## src/rtl/ddr2pe_bbuf_if.sv

```systemverilog
// DDR-to-bbuf unpacker bus: control/config, inbound DDR stream, bbuf write port.
interface ddr2pe_bbuf_if #(
  parameter int DDR_W  = 64,
  parameter int DATA_W = 16,
  parameter int TAIL_W = 8,
  parameter int ADDR_W = 8,
  parameter int RES_W  = DATA_W + TAIL_W
);
  logic              start;
  logic              done;
  logic [1:0]        conf_trans_type;
  logic [7:0]        conf_trans_num;
  logic [ADDR_W-1:0] conf_addr_base;
  logic [DDR_W-1:0]  ddr1_data;
  logic              ddr1_valid;
  logic              ddr1_ready;
  logic              bbuf_wr_en;
  logic [ADDR_W-1:0] bbuf_wr_addr;
  logic [RES_W-1:0]  bbuf_wr_data;
  logic [1:0]        bbuf_wr_mask;

  // Controller / DDR source side.
  modport master (
    output start, conf_trans_type, conf_trans_num, conf_addr_base, ddr1_data, ddr1_valid,
    input  done, ddr1_ready, bbuf_wr_en, bbuf_wr_addr, bbuf_wr_data, bbuf_wr_mask
  );

  // Unpacker side.
  modport slave (
    input  start, conf_trans_type, conf_trans_num, conf_addr_base, ddr1_data, ddr1_valid,
    output done, ddr1_ready, bbuf_wr_en, bbuf_wr_addr, bbuf_wr_data, bbuf_wr_mask
  );
endinterface

```

## src/rtl/ddr2pe_bbuf.sv

```systemverilog
// Unpacks inbound DDR words into per-entry bias-buffer writes (data or tail field).
module ddr2pe_bbuf #(
  parameter int DDR_W     = 64,
  parameter int DATA_W    = 16,
  parameter int TAIL_W    = 8,
  parameter int BUF_DEPTH = 256,
  parameter int ADDR_W    = $clog2(BUF_DEPTH),
  parameter int RES_W     = DATA_W + TAIL_W
) (
  input logic         clk,
  input logic         rst,
  ddr2pe_bbuf_if.slave bus
);
  localparam int DPACK  = DDR_W / DATA_W;
  localparam int TPACK  = DDR_W / TAIL_W;
  localparam int DIDX_W = $clog2(DPACK);
  localparam int TIDX_W = $clog2(TPACK);

  typedef enum logic [1:0] {S_IDLE, S_RECV, S_FIN} state_t;

  state_t            r_state, w_next;
  logic              r_tail;
  logic [7:0]        r_words_left;
  logic [7:0]        r_elem_left;
  logic [ADDR_W-1:0] r_addr;
  logic [DDR_W-1:0]  r_word;
  logic              r_word_vld;
  logic [5:0]        r_slice_cnt;
  logic              r_wr_en;
  logic [ADDR_W-1:0] r_wr_addr;
  logic [RES_W-1:0]  r_wr_data;
  logic [1:0]        r_wr_mask;

  logic [5:0]        w_pack_m1;
  logic              w_slice_last, w_ready, w_accept, w_emit;
  logic [8:0]        w_num9;
  logic [7:0]        w_words_init;
  logic [DPACK-1:0][DATA_W-1:0] w_dsl;
  logic [TPACK-1:0][TAIL_W-1:0] w_tsl;
  logic [DATA_W-1:0] w_dslice;
  logic [TAIL_W-1:0] w_tslice;

  assign w_pack_m1    = r_tail ? 6'(TPACK-1) : 6'(DPACK-1);
  assign w_slice_last = (r_slice_cnt == w_pack_m1);
  // Ready looks only at registers: empty holder, or the last slice is leaving this cycle.
  assign w_ready  = (r_state == S_RECV) && (r_words_left != 8'd0) &&
                    (!r_word_vld || (w_slice_last && r_elem_left != 8'd0));
  assign w_accept = bus.ddr1_valid && w_ready;
  assign w_emit   = (r_state == S_RECV) && r_word_vld && (r_elem_left != 8'd0);

  assign w_dsl    = r_word;
  assign w_tsl    = r_word;
  assign w_dslice = w_dsl[r_slice_cnt[DIDX_W-1:0]];
  assign w_tslice = w_tsl[r_slice_cnt[TIDX_W-1:0]];

  assign w_num9       = {1'b0, bus.conf_trans_num};
  assign w_words_init = bus.conf_trans_type[0] ? 8'((w_num9 + 9'(TPACK-1)) / 9'(TPACK))
                                               : 8'((w_num9 + 9'(DPACK-1)) / 9'(DPACK));

  assign bus.ddr1_ready   = w_ready;
  assign bus.done         = (r_state == S_FIN);
  assign bus.bbuf_wr_en   = r_wr_en;
  assign bus.bbuf_wr_addr = r_wr_addr;
  assign bus.bbuf_wr_data = r_wr_data;
  assign bus.bbuf_wr_mask = r_wr_mask;

  // State register.
  always_ff @(posedge clk) begin
    if (rst) r_state <= S_IDLE;
    else     r_state <= w_next;
  end

  // Next state: FIN is entered once the final entry's write is on the port.
  always_comb begin
    w_next = r_state;
    case (r_state)
      S_IDLE: if (bus.start)
                w_next = (bus.conf_trans_type[1] && bus.conf_trans_num != 8'd0) ? S_RECV : S_FIN;
      S_RECV: if (r_elem_left == 8'd0) w_next = S_FIN;
      S_FIN:  w_next = S_IDLE;
      default: w_next = S_IDLE;
    endcase
  end

  // Config latch, word holder, slice unpacking and registered write port.
  always_ff @(posedge clk) begin
    if (rst) begin
      r_tail       <= 1'b0;
      r_words_left <= '0;
      r_elem_left  <= '0;
      r_addr       <= '0;
      r_word       <= '0;
      r_word_vld   <= 1'b0;
      r_slice_cnt  <= '0;
      r_wr_en      <= 1'b0;
      r_wr_addr    <= '0;
      r_wr_data    <= '0;
      r_wr_mask    <= '0;
    end else begin
      r_wr_en <= w_emit;
      if (r_state == S_IDLE && bus.start) begin
        r_tail       <= bus.conf_trans_type[0];
        r_words_left <= w_words_init;
        r_elem_left  <= bus.conf_trans_num;
        r_addr       <= bus.conf_addr_base;
        r_word_vld   <= 1'b0;
        r_slice_cnt  <= '0;
      end
      if (w_emit) begin
        r_wr_addr   <= r_addr;
        r_wr_data   <= r_tail ? {{DATA_W{1'b0}}, w_tslice} : {w_dslice, {TAIL_W{1'b0}}};
        r_wr_mask   <= r_tail ? 2'b01 : 2'b10;
        r_addr      <= (r_addr == ADDR_W'(BUF_DEPTH-1)) ? '0 : r_addr + 1'b1;
        r_elem_left <= r_elem_left - 8'd1;
        r_slice_cnt <= r_slice_cnt + 6'd1;
        // Last slice of the word, or last entry of the pass (rest of word dropped).
        if (w_slice_last || r_elem_left == 8'd1) r_word_vld <= 1'b0;
      end
      // A new word overrides the clear above when it lands on the last-slice cycle.
      if (w_accept) begin
        r_word       <= bus.ddr1_data;
        r_word_vld   <= 1'b1;
        r_slice_cnt  <= '0;
        r_words_left <= r_words_left - 8'd1;
      end
    end
  end
endmodule

```

## src/flat_wrapper.sv

```systemverilog
// flat-port wrapper written by rule: the top's interface ports become plain ports
module ddr2pe_bbuf_flat 
#(
  parameter int DDR_W     = 64,
  parameter int DATA_W    = 16,
  parameter int TAIL_W    = 8,
  parameter int BUF_DEPTH = 256,
  parameter int ADDR_W    = $clog2(BUF_DEPTH),
  parameter int RES_W     = DATA_W + TAIL_W
)
  (clk, rst, bus_start, bus_conf_trans_type, bus_conf_trans_num, bus_conf_addr_base, bus_ddr1_data, bus_ddr1_valid, bus_done, bus_ddr1_ready, bus_bbuf_wr_en, bus_bbuf_wr_addr, bus_bbuf_wr_data, bus_bbuf_wr_mask);
  ddr2pe_bbuf_if #(.DDR_W(DDR_W), .DATA_W(DATA_W), .TAIL_W(TAIL_W), .ADDR_W(ADDR_W), .RES_W(RES_W)) bus_i ();
  input logic clk;
  input logic rst;
  input wire logic [$bits(bus_i.start)-1:0] bus_start;
  input wire logic [$bits(bus_i.conf_trans_type)-1:0] bus_conf_trans_type;
  input wire logic [$bits(bus_i.conf_trans_num)-1:0] bus_conf_trans_num;
  input wire logic [$bits(bus_i.conf_addr_base)-1:0] bus_conf_addr_base;
  input wire logic [$bits(bus_i.ddr1_data)-1:0] bus_ddr1_data;
  input wire logic [$bits(bus_i.ddr1_valid)-1:0] bus_ddr1_valid;
  output wire logic [$bits(bus_i.done)-1:0] bus_done;
  output wire logic [$bits(bus_i.ddr1_ready)-1:0] bus_ddr1_ready;
  output wire logic [$bits(bus_i.bbuf_wr_en)-1:0] bus_bbuf_wr_en;
  output wire logic [$bits(bus_i.bbuf_wr_addr)-1:0] bus_bbuf_wr_addr;
  output wire logic [$bits(bus_i.bbuf_wr_data)-1:0] bus_bbuf_wr_data;
  output wire logic [$bits(bus_i.bbuf_wr_mask)-1:0] bus_bbuf_wr_mask;
  assign bus_i.start = bus_start;
  assign bus_i.conf_trans_type = bus_conf_trans_type;
  assign bus_i.conf_trans_num = bus_conf_trans_num;
  assign bus_i.conf_addr_base = bus_conf_addr_base;
  assign bus_i.ddr1_data = bus_ddr1_data;
  assign bus_i.ddr1_valid = bus_ddr1_valid;
  assign bus_done = bus_i.done;
  assign bus_ddr1_ready = bus_i.ddr1_ready;
  assign bus_bbuf_wr_en = bus_i.bbuf_wr_en;
  assign bus_bbuf_wr_addr = bus_i.bbuf_wr_addr;
  assign bus_bbuf_wr_data = bus_i.bbuf_wr_data;
  assign bus_bbuf_wr_mask = bus_i.bbuf_wr_mask;
  ddr2pe_bbuf #(.DDR_W(DDR_W), .DATA_W(DATA_W), .TAIL_W(TAIL_W), .BUF_DEPTH(BUF_DEPTH), .ADDR_W(ADDR_W), .RES_W(RES_W)) u_core (.clk(clk), .rst(rst), .bus(bus_i));
endmodule
```

## config.mk

```make
export PLATFORM = sky130hd
export DESIGN_NAME = ddr2pe_bbuf_flat
export DESIGN_NICKNAME = d
export VERILOG_FILES = /design/src/rtl/ddr2pe_bbuf_if.sv /design/src/rtl/ddr2pe_bbuf.sv /design/src/flat_wrapper.sv
export SDC_FILE = /design/constraint.sdc
export NUM_CORES = 1
export LEC_CHECK = 0
export ABC_AREA = 1
export CAP_MARGIN = 25
export CORE_MARGIN = 2
export CORE_UTILIZATION = 57
export DETAILED_ROUTE_END_ITERATION = 8
export GPL_TIMING_DRIVEN = 0
export PLACE_DENSITY_LB_ADDON = 0.08
export SLEW_MARGIN = 25
export SYNTH_ARGS = -nofsm -noshare
export SYNTH_HDL_FRONTEND = slang
export SYNTH_SLANG_ARGS = --single-unit
export TNS_END_PERCENT = 50
```

## constraint.sdc

```tcl
create_clock -name clk -period 2.6 [get_ports clk]
set_input_delay 0.65 -clock clk [delete_from_list [all_inputs] [get_ports clk]]
set_output_delay 0.65 -clock clk [all_outputs]
set_load 0.05 [all_outputs]
```

# Yosys cells after proc, flatten, opt, wreduce, memory -nomap -nowiden
# Cells that the tools add are included.
# op_classes
addsub	6
order_cmp	2
n_eq_ne	7
mux	25
n_reduce_logical	20
# op_table
op	count
$mux W8	8
$bmux W16 S2	1
$bmux W8 S3	1
$mux W24	1
$reduce_bool A8 Y1	3
$mux W16	1
$sub A8 B1 Y8 const B	2
$mux W6	2
$add A8 B2 Y9 const B	1
$add A8 B3 Y9 const B	1
$add A8 B1 Y8 const B	1
$eq A8 B1 Y1 const B	1
$eq A8 B8 Y1 const B	1
$logic_and A1 B1 Y1	8
$logic_not A8 Y1	1
$mux W2	4
$mux W7	1
$add A6 B1 Y6 const B	1
$eq A6 B6 Y1	1
$lt A3 B4 Y1 const B	1
$mux W1	4
$ne A2 B2 Y1 const B	2
$pmux W2 S2	1
$reduce_bool A2 Y1	2
9 further kinds	10
# totals
regBits	133
inputBits	86
output_inout_bits	37

# Logic depth before layout (Yosys ltp)
# Gate-level depths: netlist (run 1).
# logic_depth
ltp_word	7
depth_mapped	13
depth_no_buf	13

# Worst setup path before layout (run 1)
# No wires, ideal clock.
# synth_path
kind	flip-flop to output port
startpoint	register u_core.r_elem_left[0]
endpoint	output port bus_ddr1_ready
arrival_ns	1.689
path_slack_ns	0.261
path_stages_with_launch	10
path_buffers	0
cell_sequence	dfxtp_1 inv_1 ha_1 nand2_1 nor2_1 nand2_1 nand2_1 nand2_2 nand2_1 nor2_1
# synth_between
elab_chain_cells	4
# synth_lines
element	line	source
start: declaration	ddr2pe_bbuf.sv:24	logic [7:0] r_elem_left;
start signal: assignment	ddr2pe_bbuf.sv:104	r_elem_left <= bus.conf_trans_num;
start signal: assignment	ddr2pe_bbuf.sv:114	r_elem_left <= r_elem_left - 8'd1;
$reduce_bool A8 Y1	ddr2pe_bbuf.sv:47	(!r_word_vld || (w_slice_last && r_elem_left != 8'd0));
$logic_and A1 B1 Y1	ddr2pe_bbuf.sv:47	
$logic_or A1 B1 Y1	ddr2pe_bbuf.sv:47	
$logic_and A1 B1 Y1	ddr2pe_bbuf.sv:46	assign w_ready = (r_state == S_RECV) && (r_words_left != 8'd0) &&
end: declaration	flat_wrapper.sv:22	output wire logic [$bits(bus_i.ddr1_ready)-1:0] bus_ddr1_ready;
# No other way between the ends.

# Worst setup path in the final report (run 1)
# Ends and elaborated chain as after synthesis.

==> out/qor.yml, run 1 <==
start_util_pct: 57.9
io_buffer_count: 121
gp_congestion: 0.990
worstPathMaxFanout: 3
numCtsBuffers: 17
die_w_um: 111
r2r_end: "u_core.bus.bbuf_wr_data[3]$_SDFFE_PP0P_"
synth.distinct_cells: 35
dr.pass1.iters: 6
drt_first_iter_violations: 936
cts_root_buf: "clkbuf_16"
drc: 0
hold_slack_ns: 0.460
dpl.hpwl_mm: 16.2
drive_gt1_share_pct: 6.67
drv_cap: 0
period_minus_slack_ns: 2.54
r2r_setup_slack_ns: 0.29
tightest_slew_ns: 0.725
r2r_start: "u_core.r_elem_left[0]$_SDFFE_PP0P_"
powerDensity_nw_per_um2: 631
ant_nets: 0
dieHeight_um: 111
slew_viol_final: 0
die_area_um2: 12300
clk_pin_slew_worst_paths_ns: 0.06
synthArstFlopShare_pct: 0
grt_remaining_overflow: 0
num_rows: 39
cts-hold-fix-buffers: 0
endpoint_kind: "primary output"
whs_endpoint: "u_core.r_state[1]$_SDFFE_PP0P_"
clockBufferDepth: 2
pin_count: 123
hold_path.class: "reg2reg"
worstHoldStart: "u_core.r_state[1]$_SDFFE_PP0P_"
cts_tree: "done"
yosysSeqAreaShare_pct: 40.8
final_cell_mix: "nand2_1, a21oi_1, dfxtp_1, clkdlybuf4s50_1, o21ai_0"
final_common_cell: "nand2_1"
wirelength_mm: 21.9
reg2reg_depth: 10
clock_skew_ns: 0.00617
netlist_area_um2: 6520
track_usage_pct: 35.4
ys.flop_type: "dfxtp_1"
outcome: "finished, final reports clean"
whs_path_depth: 1
synth_warnings: 0
synth.avg_cell_area_um2: 6.72
grt_pass1_vias: 6841
grt_antenna_before_repair: 0
path_class: "reg2out"
grt_pass1_wl_mm: 34.5
synth_nets: 1062
finish.net_count: 1203
crit_path_start_kind: "flop"
area_growth_pct: 31.8
insertion_delay_ns: 0.43
vias: 7342
clock-sinks: 133
slew_headroom_pct: 51.7
setup_viol: 0
leakagePower_nw: 3.21
finalHoldViolCount: 0
synth-edff-count: 0
max_freq_mhz: 394
timing.final.crit_share_pct: 97.5
n_antenna_cell: 0
postSynthCellCount: 970
wl_per_cell_um: 17.3
crit_required_ns: 1.95
vdd_drop_max_uv: 522
totalNegativeSetupSlack_ns: 0
synth_seq_cells: 133
crit_arrival_ns: 1.89
h-tree-depth: 4
grt_max_degree: 17
fp.coreArea_um2: 11300
viasPerCell: 5.79
-- flip-flops by register name, indices dropped and copies added, names as in the netlist, 2 cells and up --
signal                   cells
u_core.bus.bbuf_wr_mask      2
u_core.r_word               64
u_core.bus.bbuf_wr_addr      8
u_core.r_words_left          8
u_core.bus.bbuf_wr_data     24
u_core.r_elem_left           8
u_core.r_addr                8
u_core.r_slice_cnt           6
u_core.r_state               2
-- per-stage QoR --
| stage | util (%) | power [mW] | instances | setup slack (ns) | instance area, um^2 |
|---|---|---|---|---|---|
| 2_1_floorplan | - | 2.57 | 970 | 0.261 | 6520 |
| 3_3_place_gp | 70.2 | 2.83 | 1234 | -0.244 | 7910 |
| 3_5_place_dp | 70.2 | 2.85 | 1234 | -0.235 | 7910 |
| 4_1_cts | 76.0 | 5.38 | 1267 | 0.0121 | 8560 |
| 5_1_grt | 76.3 | 5.57 | 1267 | -0.00660 | 8600 |
| 6_report | 76.3 | 5.42 | 1267 | 0.0642 | 8600 |
-- report_power, final --
part	switching, mW	leakage, nW	total [mW]	internal, mW
logic	0.384	1.82	0.661	0.277
registers	0.0579	1.08	2.17	2.11
clock network	0.887	0.306	2.59	1.70
-- what timing repair did --
item	in CTS	in global routing
resized for setup	9	12
setup buffers	1	0
endpoints found under the setup margin	1	1
pin swaps	1	3
-- worst max-delay path by stage --
stage,from,end,slack (ns),cells after the start
detailed placement,u_core.r_slice_cnt[1]$_SDFFE_PP0P_,bus_ddr1_ready,-0.24,10
floorplan,u_core.r_elem_left[0]$_SDFFE_PP0P_,bus_ddr1_ready,0.26,9
global placement,u_core.r_slice_cnt[1]$_SDFFE_PP0P_,bus_ddr1_ready,-0.24,10
finish,u_core.r_elem_left[0]$_SDFFE_PP0P_,bus_ddr1_ready,0.06,10
CTS,u_core.r_elem_left[0]$_SDFFE_PP0P_,bus_ddr1_ready,0.01,10
global route,u_core.r_slice_cnt[1]$_SDFFE_PP0P_,bus_ddr1_ready,-0.007,10
-- metal layers --
metal	wire length, um	GRT usage (%)	vias up
met2	10000	57.5	455
met4	720	13.7	0
met5	0	0	-
met1	9130	47.1	3341
met3	2100	6.45	67
li1	-	-	3479
-- critical path, stage by stage (launching register included) --
cell     delay [ns]
dfxtp_2        0.33
inv_1          0.09
ha_1           0.21
nand2_1        0.09
nor2_2         0.18
nand2_2        0.10
nand2_2        0.11
nand2_4        0.07
nand2_1        0.09
nor2_2         0.05
buf_6          0.15
-- Yosys cell counts, drive strengths merged, types with 4 or more instances --
master / number / share of area, %
buf: 24 / 2.3
o21ai: 105 / 8.1
nand2: 280 / 16
o22ai: 5 / 0.48
nor2: 74 / 4.4
ha: 6 / 1.2
nand4: 4 / 0.38
nand3: 31 / 2.6
a31oi: 6 / 0.58
a21oi: 140 / 11
nor3: 4 / 0.31
clkbuf: 33 / 1.9
xor2: 9 / 1.2
inv: 81 / 4.7
o211ai: 10 / 1.2
dfxtp: 133 / 41
a32oi: 14 / 1.9
-- kinds of logic (layout without fill, tap and decap cells) --
group                    after synthesis  count (layout)  share of synthesized area, %
adder cells (fa/ha/maj)                6               6                          1.15
XOR/XNOR                               9               9                          1.21
AO/OA/AOI/OAI                        285             285                          23.5
AND/OR/NAND/NOR                      397             397                          24.3
buffers and inverters                140             294                          9.05
flip-flops                           133             133                          40.8
-- layout make-up --
class	count	area, um^2
buffer	57	278
clock buffer	24	492
clock inverter	8	145
fill	912	2680
inverter	83	313
multi-input combinational	697	3300
sequential	133	2670
tap	143	179
timing repair buffer	122	1220
No activity file was read; power rests on OpenSTA's default activity.
==> inputs of run 2 (changes only) <==
--- a/config.mk
+++ b/config.mk
@@ -11,7 +11,7 @@
 export CORE_UTILIZATION = 57
 export DETAILED_ROUTE_END_ITERATION = 8
 export GPL_TIMING_DRIVEN = 0
-export PLACE_DENSITY_LB_ADDON = 0.08
+export PLACE_DENSITY = 0.95
 export SLEW_MARGIN = 25
 export SYNTH_ARGS = -nofsm -noshare
 export SYNTH_HDL_FRONTEND = slang
==> out/qor.yml, run 2 (synthesis results as in run 1) <==
worstPathMaxFanout: 5
whs_endpoint: "u_core.r_word[6]$_SDFFE_PP0P_"
clock-sinks: 133
grt_pass1_wl_mm: 34.7
largest_register_ffs: 64
outcome: "finished, final reports clean"
pin_count: 123
numCtsBuffers: 17
totalNegativeSetupSlack_ns: 0
r2r_start: "u_core.r_elem_left[1]$_SDFFE_PP0P_"
viasPerCell: 5.82
area_growth_pct: 31.3
clockBufferDepth: 2
powerDensity_nw_per_um2: 622
grt_pass1_vias: 7030
power_switching_mw: 1.35
sw_frac_of_total_pct: 25.4
dr.pass1.iters: 6
drt_first_iter_violations: 889
gp_congestion: 1.01
drv_cap: 0
crit_arrival_ns: 1.87
grt_remaining_overflow: 0
h-tree-depth: 4
cts_tree: "done"
slew_headroom_pct: 51.4
final_cell_mix: "nand2_1, a21oi_1, dfxtp_1, clkdlybuf4s50_1, o21ai_0"
p_comb_share_pct: 12.4
tightest_slew_ns: 0.729
r2r_end: "u_core.r_word[62]$_SDFFE_PP0P_"
seqPwrFrac_pct: 40.7
stdcell_area_um2: 8560
path_class: "reg2out"
worst_slack_ns: 0.0763
drive_gt1_share_pct: 6.68
vdd_drop_max_uv: 659
clock_skew_ns: 0.00510
drc: 0
track_usage_pct: 35.7
p_total_mw: 5.33
setup_viol: 0
place_ws_ns: -0.202
finalHoldViolCount: 0
io_buffer_count: 121
leakagePower_nw: 3.19
insertion_delay_ns: 0.42
dp_cells: 1234
ant_nets: 0
start_util_pct: 57.9
n_antenna_cell: 0
p_int_mw: 3.97
wl_per_cell_um: 17.5
cts_root_buf: "clkbuf_16"
period_minus_slack_ns: 2.52
grt_max_degree: 17
regMostFlops: "u_core.r_word"
final_cells: 1266
num_rows: 39
slew_viol_final: 0
vias: 7373
max_freq_mhz: 396
post_dp_cell_area_um2: 7910
clkPwrFrac_pct: 46.9
finish.net_count: 1202
die_area_um2: 12300
reg2reg_depth: 11
crit_path_start_kind: "flop"
final_common_cell: "nand2_1"
r2r_setup_slack_ns: 0.40
dpl.hpwl_mm: 15.8
hold_slack_ns: 0.455
whs_path_depth: 2
worstHoldStart: "u_core.r_word[6]$_SDFFE_PP0P_"
endpoint_kind: "primary output"
wirelength_mm: 22.1
timing.final.crit_share_pct: 97.1
clk_pin_slew_worst_paths_ns: 0.06
crit_required_ns: 1.95
grt_antenna_before_repair: 0
final_util_pct: 76.0
dieHeight_um: 111
die_w_um: 111
hold_path.class: "reg2reg"
fp.coreArea_um2: 11300
run 2: cell types whose count changed in the layout (fill, tap and decap cells not counted), moves of 2 or more:
cell	previous run	this run
clkbuf_1	35	33
clkinv_4	0	2
clkinvlp_4	2	5
ha_2	0	2
dfxtp_1	128	130
dfxtp_2	4	2
run 2: cell type report:
type	count	area, um^2
plain buffers	57	278
clock buffers	21	470
clock inverters	11	150
fillers	843	2710
inverters	83	313
multi-input cells	697	3290
flip-flops and latches	133	2670
well taps	143	179
repair buffers	121	1210
run 2: timing repair:
| item | 4_1_cts | 5_1_grt |
|---|---|---|
| setup endpoints to repair | 1 | 1 |
| hold buffers | 0 | 0 |
| setup buffers | 0 | 0 |
| resized for setup | 11 | 8 |
| gates cloned | 0 | 0 |
run 2: power by group through the flow:
stage          clock, mW  sequential (mW)  combinational [mW]
5_1_grt             2.60             2.18               0.725
2_1_floorplan          0             2.20               0.372
4_1_cts             2.50             2.17               0.643
6_report            2.50             2.17               0.660
3_3_place_gp           0             2.21               0.623
3_5_place_dp           0             2.21               0.634
run 2: worst max path at each step:
| stage | slack, ns | to | startpoint | cells after the start |
|---|---|---|---|---|
| 2_1_floorplan | 0.26 | bus_ddr1_ready | u_core.r_elem_left[0]$_SDFFE_PP0P_ | 9 |
| 3_3_place_gp | -0.20 | bus_ddr1_ready | u_core.r_slice_cnt[1]$_SDFFE_PP0P_ | 10 |
| 3_5_place_dp | -0.20 | bus_ddr1_ready | u_core.r_slice_cnt[1]$_SDFFE_PP0P_ | 10 |
| 4_1_cts | 0.005 | bus_ddr1_ready | u_core.r_elem_left[0]$_SDFFE_PP0P_ | 10 |
| 5_1_grt | -0.006 | bus_ddr1_ready | u_core.r_elem_left[1]$_SDFFE_PP0P_ | 10 |
| 6_report | 0.08 | bus_ddr1_ready | u_core.r_elem_left[1]$_SDFFE_PP0P_ | 10 |
run 2: critical path: stages, from the launching register on:
cell     delay, ns
dfxtp_1       0.32
inv_1         0.11
ha_2          0.23
nand2_2       0.07
nor2_2        0.11
nand2_1       0.11
nand2_2       0.11
nand2_4       0.08
nand2_1       0.10
nor2_2        0.04
buf_6         0.15
run 2: layer usage:
layer	routed length (um)	global-route usage, %
met4	862	16.9
met1	8960	45.9
met5	0	0
met3	2340	10.0
met2	9950	55.7
==> inputs of run 3 (changes only) <==
--- a/config.mk
+++ b/config.mk
@@ -8,10 +8,11 @@
 export ABC_AREA = 1
 export CAP_MARGIN = 25
 export CORE_MARGIN = 2
-export CORE_UTILIZATION = 57
+export CORE_UTILIZATION = 45
 export DETAILED_ROUTE_END_ITERATION = 8
 export GPL_TIMING_DRIVEN = 0
-export PLACE_DENSITY = 0.95
+export MAX_ROUTING_LAYER = met4
+export PLACE_DENSITY = 0.82
 export SLEW_MARGIN = 25
 export SYNTH_ARGS = -nofsm -noshare
 export SYNTH_HDL_FRONTEND = slang
==> out/qor.yml, run 3 (synthesis results as in run 1) <==
outcome: "finished, final reports clean"
clock-sinks: 133
grt_max_degree: 17
endpoint_kind: "primary output"
cts_tree: "done"
seqPwrFrac_pct: 39.7
p_total_mw: 5.47
p_int_mw: 4.12
crit_required_ns: 1.95
max_freq_mhz: 397
wl_per_cell_um: 16.7
die_w_um: 124
n_antenna_cell: 0
finish.net_count: 1204
slew_headroom_pct: 52.8
final_common_cell: "nand2_1"
clkPwrFrac_pct: 48.4
dieHeight_um: 124
start_util_pct: 46.4
finalHoldViolCount: 0
hold_path.class: "reg2reg"
numCtsBuffers: 17
period_minus_slack_ns: 2.52
regMostFlops: "u_core.r_word"
cts_root_buf: "clkbuf_16"
slowest_stage: "dfxtp_4"
drt_first_iter_violations: 1028
drc: 0
vdd_drop_max_uv: 469
power_switching_mw: 1.35
fp.coreArea_um2: 14000
crit_arrival_ns: 1.87
cts-hold-fix-buffers: 0
grt_pass1_wl_mm: 34.7
clock_skew_ns: 0.0106
h-tree-depth: 4
sw_frac_of_total_pct: 24.7
pin_count: 123
path_cells: "ha_2, inv_1, nor2_1, nand2_1, nor2_2, nand2_1, nand2_4, nand2_1, nor2_2, buf_6"
dr.pass1.iters: 6
slew_viol_final: 0
worstPathMaxFanout: 5
drive_gt1_share_pct: 6.40
fillers: 1288
largest_register_ffs: 64
grt_antenna_before_repair: 0
timing.final.crit_share_pct: 97.0
clk_pin_slew_worst_paths_ns: 0.06
p_comb_share_pct: 11.9
cp_common_cell: "nand2_1"
grt_remaining_overflow: 0
track_usage_pct: 28.7
totalNegativeSetupSlack_ns: 0
insertion_delay_ns: 0.43
grt_pass1_vias: 6658
num_rows: 43
max_stage_delay_ns: 0.37
place_ws_ns: -0.216
hold_slack_ns: 0.449
tightest_slew_ns: 0.707
worst_slack_ns: 0.0789
powerDensity_nw_per_um2: 633
area_growth_pct: 32.6
die_area_um2: 15500
gp_congestion: 1.01
final_cell_mix: "nand2_1, a21oi_1, dfxtp_1, clkdlybuf4s50_1, o21ai_0"
viasPerCell: 5.53
dpl.hpwl_mm: 15.9
setup_viol: 0
path_class: "reg2out"
clockBufferDepth: 2
crit_path_start_kind: "flop"
io_buffer_count: 121
drv_cap: 0
leakagePower_nw: 3.21
vias: 7216
ant_nets: 0
wirelength_mm: 21.9
==> run 3: changes by cell type in the layout (fill, tap and decap cells not counted), sizes merged <==
cell	delta
bufinv	+2
clkinv	+1
clkinvlp	-3
buf	+2
==> run 3: critical path: cells and delay by family (launching register included) <==
family	cells	cell delay, ns
adder cells (fa/ha/maj)	1	0.18
flip-flops	1	0.37
buffers and inverters	2	0.24
AND/OR/NAND/NOR	7	0.66
==> run 3: cell type report <==
cell class | instances | area (um^2) | area share, %
Timing Repair Buffer | 123 | 1230 | 14.2
Clock buffer | 21 | 450 | 5.21
Multi-Input combinational cell | 697 | 3280 | 38.0
Buffer | 57 | 278 | 3.21
Inverter | 83 | 313 | 3.62
Sequential cell | 133 | 2670 | 30.9
Tap cell | 180 | 225 | 2.60
Clock inverter | 11 | 200 | 2.32
==> run 3: timing repair <==
item                                    CTS  global route
pin swaps                                 0             2
buffers inserted                          0             2
resized for setup                        10             6
endpoints found under the setup margin    1             1
==> run 3: power by group through the flow <==
stage	registers [mW]	clock network (mW)	logic, mW
5_1_grt	2.18	2.74	0.720
4_1_cts	2.17	2.65	0.641
3_3_place_gp	2.21	0	0.631
2_1_floorplan	2.20	0	0.372
6_report	2.17	2.65	0.653
3_5_place_dp	2.21	0	0.633
==> run 3: per-layer routing <==
layer	share of wire (%)	vias to the layer above	GRT usage [%]
met2	44	420	44.1
met5	0	-	-
met3	9.3	55	5.07
met1	44	3264	39.0
li1	-	3477	-
met4	2.2	0	8.06
==> run 3: path summary, 6_finish.rpt <==
check | startpoint | endpoint | slack (ns) | depth (start not counted)
max reg2reg | u_core.r_elem_left[0]$_SDFFE_PP0P_ | u_core.r_word[7]$_SDFFE_PP0P_ | 0.34 | 12
min | u_core.r_word[5]$_SDFFE_PP0P_ | u_core.r_word[5]$_SDFFE_PP0P_ | 0.45 | 2
min reg2reg | u_core.r_word[5]$_SDFFE_PP0P_ | u_core.r_word[5]$_SDFFE_PP0P_ | 0.45 | 2
max | u_core.r_slice_cnt[1]$_SDFFE_PP0P_ | bus_ddr1_ready | 0.08 | 10
==> run 3: metrics by stage <==
step	util [%]	std cells	cell area (um^2)
after floorplan	-	970	6520
after global routing	61.6	1305	8650
after CTS	61.4	1303	8620
after detailed placement	56.7	1271	7960
after global placement	56.7	1271	7960
final	61.6	1305	8650
